--- config.mk ---
export PLATFORM = sky130hd
export DESIGN_NAME = fraction_reducer
export DESIGN_NICKNAME = d
export VERILOG_FILES = /design/src/rtl/fraction_reducer.sv
export SDC_FILE = /design/constraint.sdc
export NUM_CORES = 1
export LEC_CHECK = 0
export BUFFER_PORTS_ARGS = -buffer_cell sky130_fd_sc_hd__buf_4
export CAP_MARGIN = 0
export CORE_ASPECT_RATIO = 1.75
export CORE_MARGIN = 2
export CORE_UTILIZATION = 31
export CTS_BUF_LIST = sky130_fd_sc_hd__clkbuf_4 sky130_fd_sc_hd__clkbuf_8
export DETAILED_ROUTE_END_ITERATION = 10
export PLACE_DENSITY = 0.54
export REMOVE_ABC_BUFFERS = 1
export SYNTH_ARGS = -nofsm -noshare
export SYNTH_HDL_FRONTEND = slang
export SYNTH_SLANG_ARGS = --single-unit
--- constraint.sdc ---
create_clock -name clk -period 8.4 [get_ports clk]
set_input_delay 0.42 -clock clk [delete_from_list [all_inputs] [get_ports clk]]
set_output_delay 0.42 -clock clk [all_outputs]
set_load 0.005 [all_outputs]
--- src/rtl/fraction_reducer.sv ---
// Reduces num/den by their gcd g using one shared restoring divider (num first, then den).
// Flags g == 0 or a g that leaves a remainder on either operand.
module fraction_reducer #(
    parameter int W = 8
) (
    input  logic         clk,
    input  logic         rst,
    input  logic         in_valid,
    output logic         in_ready,
    input  logic [W-1:0] num,
    input  logic [W-1:0] den,
    input  logic [W-1:0] g,
    output logic         out_valid,
    input  logic         out_ready,
    output logic [W-1:0] num_r,
    output logic [W-1:0] den_r,
    output logic         err
);

    localparam int CW = (W > 1) ? $clog2(W) : 1;

    typedef enum logic [1:0] {
        IDLE,
        DIV_NUM,
        DIV_DEN,
        DONE
    } state_t;

    state_t         state_q;
    logic [W-1:0]   num_q, den_q, g_q;
    logic [W-1:0]   rem_q, quo_q;
    logic [CW-1:0]  bit_q;
    logic [W-1:0]   num_r_q, den_r_q;
    logic           err_q, in_ready_q, out_valid_q;

    logic [W-1:0]   dividend_d;
    logic [W:0]     rem_shift_d;
    logic           ge_d;
    logic [W-1:0]   rem_d, quo_d;

    // One restoring-division step. The shifted remainder is W+1 bits, but once it
    // is >= g the difference is < g, so the low W bits of the subtraction are exact.
    always_comb begin
        // NOTE: every always_comb output gets a value before any condition, so no latch can be inferred.
        dividend_d  = (state_q == DIV_DEN) ? den_q : num_q;
        rem_shift_d = {rem_q, dividend_d[bit_q]};
        ge_d        = (rem_shift_d >= {1'b0, g_q});
        rem_d       = ge_d ? (rem_shift_d[W-1:0] - g_q) : rem_shift_d[W-1:0];
        quo_d       = quo_q;
        quo_d[bit_q] = ge_d;
    end

    // NOTE: state is updated only with non-blocking assignments so every register sees pre-edge values.
    always_ff @(posedge clk) begin
        if (rst) begin
            state_q     <= IDLE;
            num_q       <= '0;
            den_q       <= '0;
            g_q         <= '0;
            rem_q       <= '0;
            quo_q       <= '0;
            bit_q       <= '0;
            num_r_q     <= '0;
            den_r_q     <= '0;
            err_q       <= 1'b0;
            in_ready_q  <= 1'b1;
            out_valid_q <= 1'b0;
        end else begin
            case (state_q)
                IDLE: begin
                    if (in_valid) begin
                        num_q      <= num;
                        den_q      <= den;
                        g_q        <= g;
                        in_ready_q <= 1'b0;
                        if (g == '0) begin
                            num_r_q     <= num;
                            den_r_q     <= den;
                            err_q       <= 1'b1;
                            out_valid_q <= 1'b1;
                            state_q     <= DONE;
                        end else begin
                            bit_q   <= CW'(W - 1);
                            rem_q   <= '0;
                            quo_q   <= '0;
                            err_q   <= 1'b0;
                            state_q <= DIV_NUM;
                        end
                    end
                end
                DIV_NUM, DIV_DEN: begin
                    rem_q <= rem_d;
                    quo_q <= quo_d;
                    bit_q <= bit_q - CW'(1);
                    if (bit_q == '0) begin
                        // Last step of this operand: a leftover remainder means g did not divide it.
                        err_q <= err_q | (rem_d != '0);
                        rem_q <= '0;
                        bit_q <= CW'(W - 1);
                        if (state_q == DIV_NUM) begin
                            num_r_q <= quo_d;
                            state_q <= DIV_DEN;
                        end else begin
                            den_r_q     <= quo_d;
                            out_valid_q <= 1'b1;
                            state_q     <= DONE;
                        end
                    end
                end
                DONE: begin
                    if (out_ready) begin
                        out_valid_q <= 1'b0;
                        in_ready_q  <= 1'b1;
                        state_q     <= IDLE;
                    end
                end
                default: state_q <= IDLE;
            endcase
        end
    end

    assign in_ready  = in_ready_q;
    assign out_valid = out_valid_q;
    assign num_r     = num_r_q;
    assign den_r     = den_r_q;
    assign err       = err_q;

endmodule

==> impl_metrics.csv <==
group,metric,value,unit
layout,drive_gt1_frac,0.200,
power_and_ir_drop,p_leak,1.62,nW
floorplan,die_w,84.9,um
setup_path,worst-path-buf-inv,1,
layout,antenna_cells,0,
layout,fin_cells,598,
routing,drtIter0Drc,125,
setup_path,cp-end-kind,"flip-flop",
sta,finalCriticalPeriod,4.01,ns
power_and_ir_drop,power.internal,800,uW
clock_tree,clock_path_buffers,2,
clock_tree,clk_latency,0.36,ns
setup_path,cp_top_family,"simple AND/OR/NAND/NOR gates",
logic_synthesis,yosysSeqAreaShare,0.361,
layout,multi_input_area,2060,um2
clock_tree,cts_buffers,9,
floorplan,fp.dieH,146,um
sta,clock_skew,0.00749,ns
routing,drt_wl_total,9770,um
setup_path,required,8.68,ns
worst_hold_path,hold_class,"primary input to flip-flop",
power_and_ir_drop,p_sw_frac,0.439,
run,maxCapViolCount,0,
sta,tns,0,ns
logic_synthesis,yosysUniqueCellTypes,63,
floorplan,io_pins,47,
setup_path,criticalPathCategory,"flip-flop to flip-flop",
setup_path,arrival,4.29,ns
global_routing,antenna_found_initial,0,
sta,setup_ws,4.39,ns
power_and_ir_drop,comb_power_share,0.502,
clock_tree,postCtsHoldBufs,0,
sta,worst_slew_pin_slew,1.18,ns
logic_synthesis,avgSynthCellArea,8.27,um2
sta,setup-violations-final,0,
layout,fill_cells,1139,
setup_path,critPathSlowestCell,"nand4_1",
floorplan,core,11200,um2
routing,wl_per_cell,16.3,um
floorplan,start_util,0.318,
power_and_ir_drop,pwr-share-seq,0.307,
logic_synthesis,netlist_instances,429,
clock_tree,clk_pin_slew,0.07,ns
logic_synthesis,synth_seq_cells,64,
status,status,"finished, final reports clean",
clock_tree,cts.sinks,64,
clock_tree,cts-root-buf,"clkbuf_8",
global_routing,track_usage,0.160,
floorplan,core.rowCount,51,
routing,ant_nets,0,
routing,viasPerCell,5.30,
clock_tree,htree_levels,3,
global_routing,grt_pass1_wl,15800,um
sta,max_freq,249,MHz
placed_design,place_ws,4.44,ns
clock_tree,cts_setup_buffers,0,
setup_path,worstSetupStartpointType,"flip-flop",
power_and_ir_drop,irDropWorstVdd,0.000120,V
placed_design,io_buffers,46,
layout,regArea,1280,um2
clock_tree,cts_tree,"yes",
global_routing,overflow,0,
logic_synthesis,syn_area,3550,um2
setup_path,worst-path-max-fanout,21,
floorplan,die-area,12400,um2
setup_path,slowest_delay,0.74,ns
power_and_ir_drop,powerDensity,346,nW/um2
sta,finalCritPeriodShare,0.478,
global_routing,grt_max_degree,66,
setup_path,crit_chain,"inv_1, ha_1, mux2_2, a22oi_1, and4b_1, ha_1, nor2b_1, o21ai_1, nand4_1, and2_1, mux2_2, o31ai_2",
placed_design,dp_hpwl,7160,um
logic_synthesis,ys.flop_type,"dfxtp_1",
sta,slew_headroom,0.213,
sta,rsz0062_at_grt,"false",
layout,nets,505,
layout,syn2layout_area_growth,16.3,%
logic_synthesis,synth_edf_count,0,
placed_design,post-place-cells,582,
routing,via_count,3167,
sta,drv_slew,0,
logic_synthesis,synthArstFlopShare,0,
logic_synthesis,ys_warn_count,0,
power_and_ir_drop,switchingPower,627,uW
power_and_ir_drop,p_clk_frac,0.192,
routing,drt_first_pass_iters,4,
sta,hold_viol,0,
routing,drc,0,
global_routing,grt_pass1_vias,3210,
clock_tree,ctsResizeCount,0,
placed_design,finalWeightedCongestion,0.843,
==> path summary, 6_finish.rpt <==
kind                            cells past startpoint  startpoint  slack [ns]  endpoint
worst max-delay path                               12  state_q[0]        4.39  rem_q[0]
worst min-delay path                                3      den[3]        0.32  den_q[3]
worst min register to register                      2      g_q[4]        0.46    g_q[4]
worst max register to register                     12  state_q[0]        4.39  rem_q[0]
==> through the flow <==
stage | utilization | instance area [um2] | total power, mW | hold WS, ns
2_1_floorplan | - | 3400 | 0.924 | 0.425
3_3_place_gp | 0.352 | 3930 | 1.15 | 0.438
3_5_place_dp | 0.352 | 3930 | 1.16 | 0.451
4_1_cts | 0.370 | 4130 | 1.44 | 0.304
5_1_grt | 0.370 | 4130 | 1.54 | 0.306
6_report | 0.370 | 4130 | 1.43 | 0.318
==> cells in the mapped netlist, drive strengths merged, types with 6 or more instances <==
cell type / instances / share of area
nor2: 38 / 0.051
a21oi: 45 / 0.063
and3: 6 / 0.011
a211oi: 10 / 0.021
buf: 14 / 0.028
inv: 16 / 0.017
nand2: 80 / 0.085
ha: 15 / 0.053
clkbuf: 13 / 0.014
o21ai: 11 / 0.016
nand3: 12 / 0.018
nand2b: 9 / 0.016
a311oi: 16 / 0.044
dfxtp: 64 / 0.36
==> tightest hold or removal path, cell delays in order <==
cell,delay [ns]
buf_4,0.11
nand2_1,0.05
a21oi_1,0.05
==> routing by layer <==
layer	GRT usage	wire, um	vias to the layer above
met2	0.298	5500	55
met3	0.0318	272	23
met4	0.0810	279	0
li1	-	-	1585
met1	0.165	3720	1504
met5	0	0	-
==> logic make-up after synthesis <==
| group | count (synthesis) | synth area share |
|---|---|---|
| buffers and inverters | 43 | 0.0585 |
| muxes | 10 | 0.0335 |
| adders and majority gates | 16 | 0.0585 |
| DFF | 64 | 0.361 |
| xor gates and xnor gates | 4 | 0.00987 |
| and+or+nand+nor | 180 | 0.257 |
| AOI/OAI and AO/OA | 112 | 0.222 |
==> power groups by stage <==
stage | sequential (mW) | combinational, mW | clock, mW
final | 0.438 | 0.716 | 0.274
after CTS | 0.438 | 0.723 | 0.282
after floorplan | 0.428 | 0.496 | 0
after global placement | 0.443 | 0.706 | 0
after detailed placement | 0.443 | 0.721 | 0
after global routing | 0.449 | 0.792 | 0.295
==> cells in the final DEF, fill, tap and decap left out, types with 3 or more instances in the layout <==
| cell | synthesis | routed |
|---|---|---|
| nand2_1 | 79 | 79 |
| dfxtp_1 | 64 | 64 |
| buf_4 | 4 | 48 |
| a21oi_1 | 45 | 45 |
| nor2_1 | 34 | 34 |
| inv_1 | 15 | 15 |
| a311oi_1 | 15 | 15 |
| ha_1 | 15 | 15 |
| nand3_1 | 11 | 11 |
| a211oi_1 | 10 | 10 |
| clkbuf_8 | 0 | 10 |
| nand2b_1 | 9 | 9 |
| o21ai_1 | 7 | 7 |
| and3_1 | 6 | 6 |
| nand3b_1 | 5 | 5 |
| mux2_2 | 5 | 5 |
| o211ai_1 | 5 | 5 |
| or2_2 | 5 | 5 |
| a32oi_1 | 5 | 5 |
| mux2i_1 | 4 | 4 |
| nor3b_1 | 4 | 4 |
| and2_1 | 4 | 4 |
| o21ai_0 | 4 | 4 |
| a22oi_1 | 3 | 3 |
| nor3_1 | 3 | 3 |
| xnor2_1 | 3 | 3 |
==> sequential cells by signal, indices dropped and copies added (netlist names) <==
signal     cells
err            1
g_q            8
out_valid      1
den_r          8
quo_q          8
num_r          8
in_ready       1
bit_q          3
num_q          8
rem_q          8
state_q        2
den_q          8
==> final cells by class <==
cell class                 count  share of cell area
multi-input combinational    322               0.499
sequential                    64               0.310
timing repair buffer          48              0.0873
tap                          132              0.0400
clock buffer                  11              0.0352
inverter                      16              0.0145
clock inverter                 5              0.0136
No activity file was read; power rests on OpenSTA's default activity.
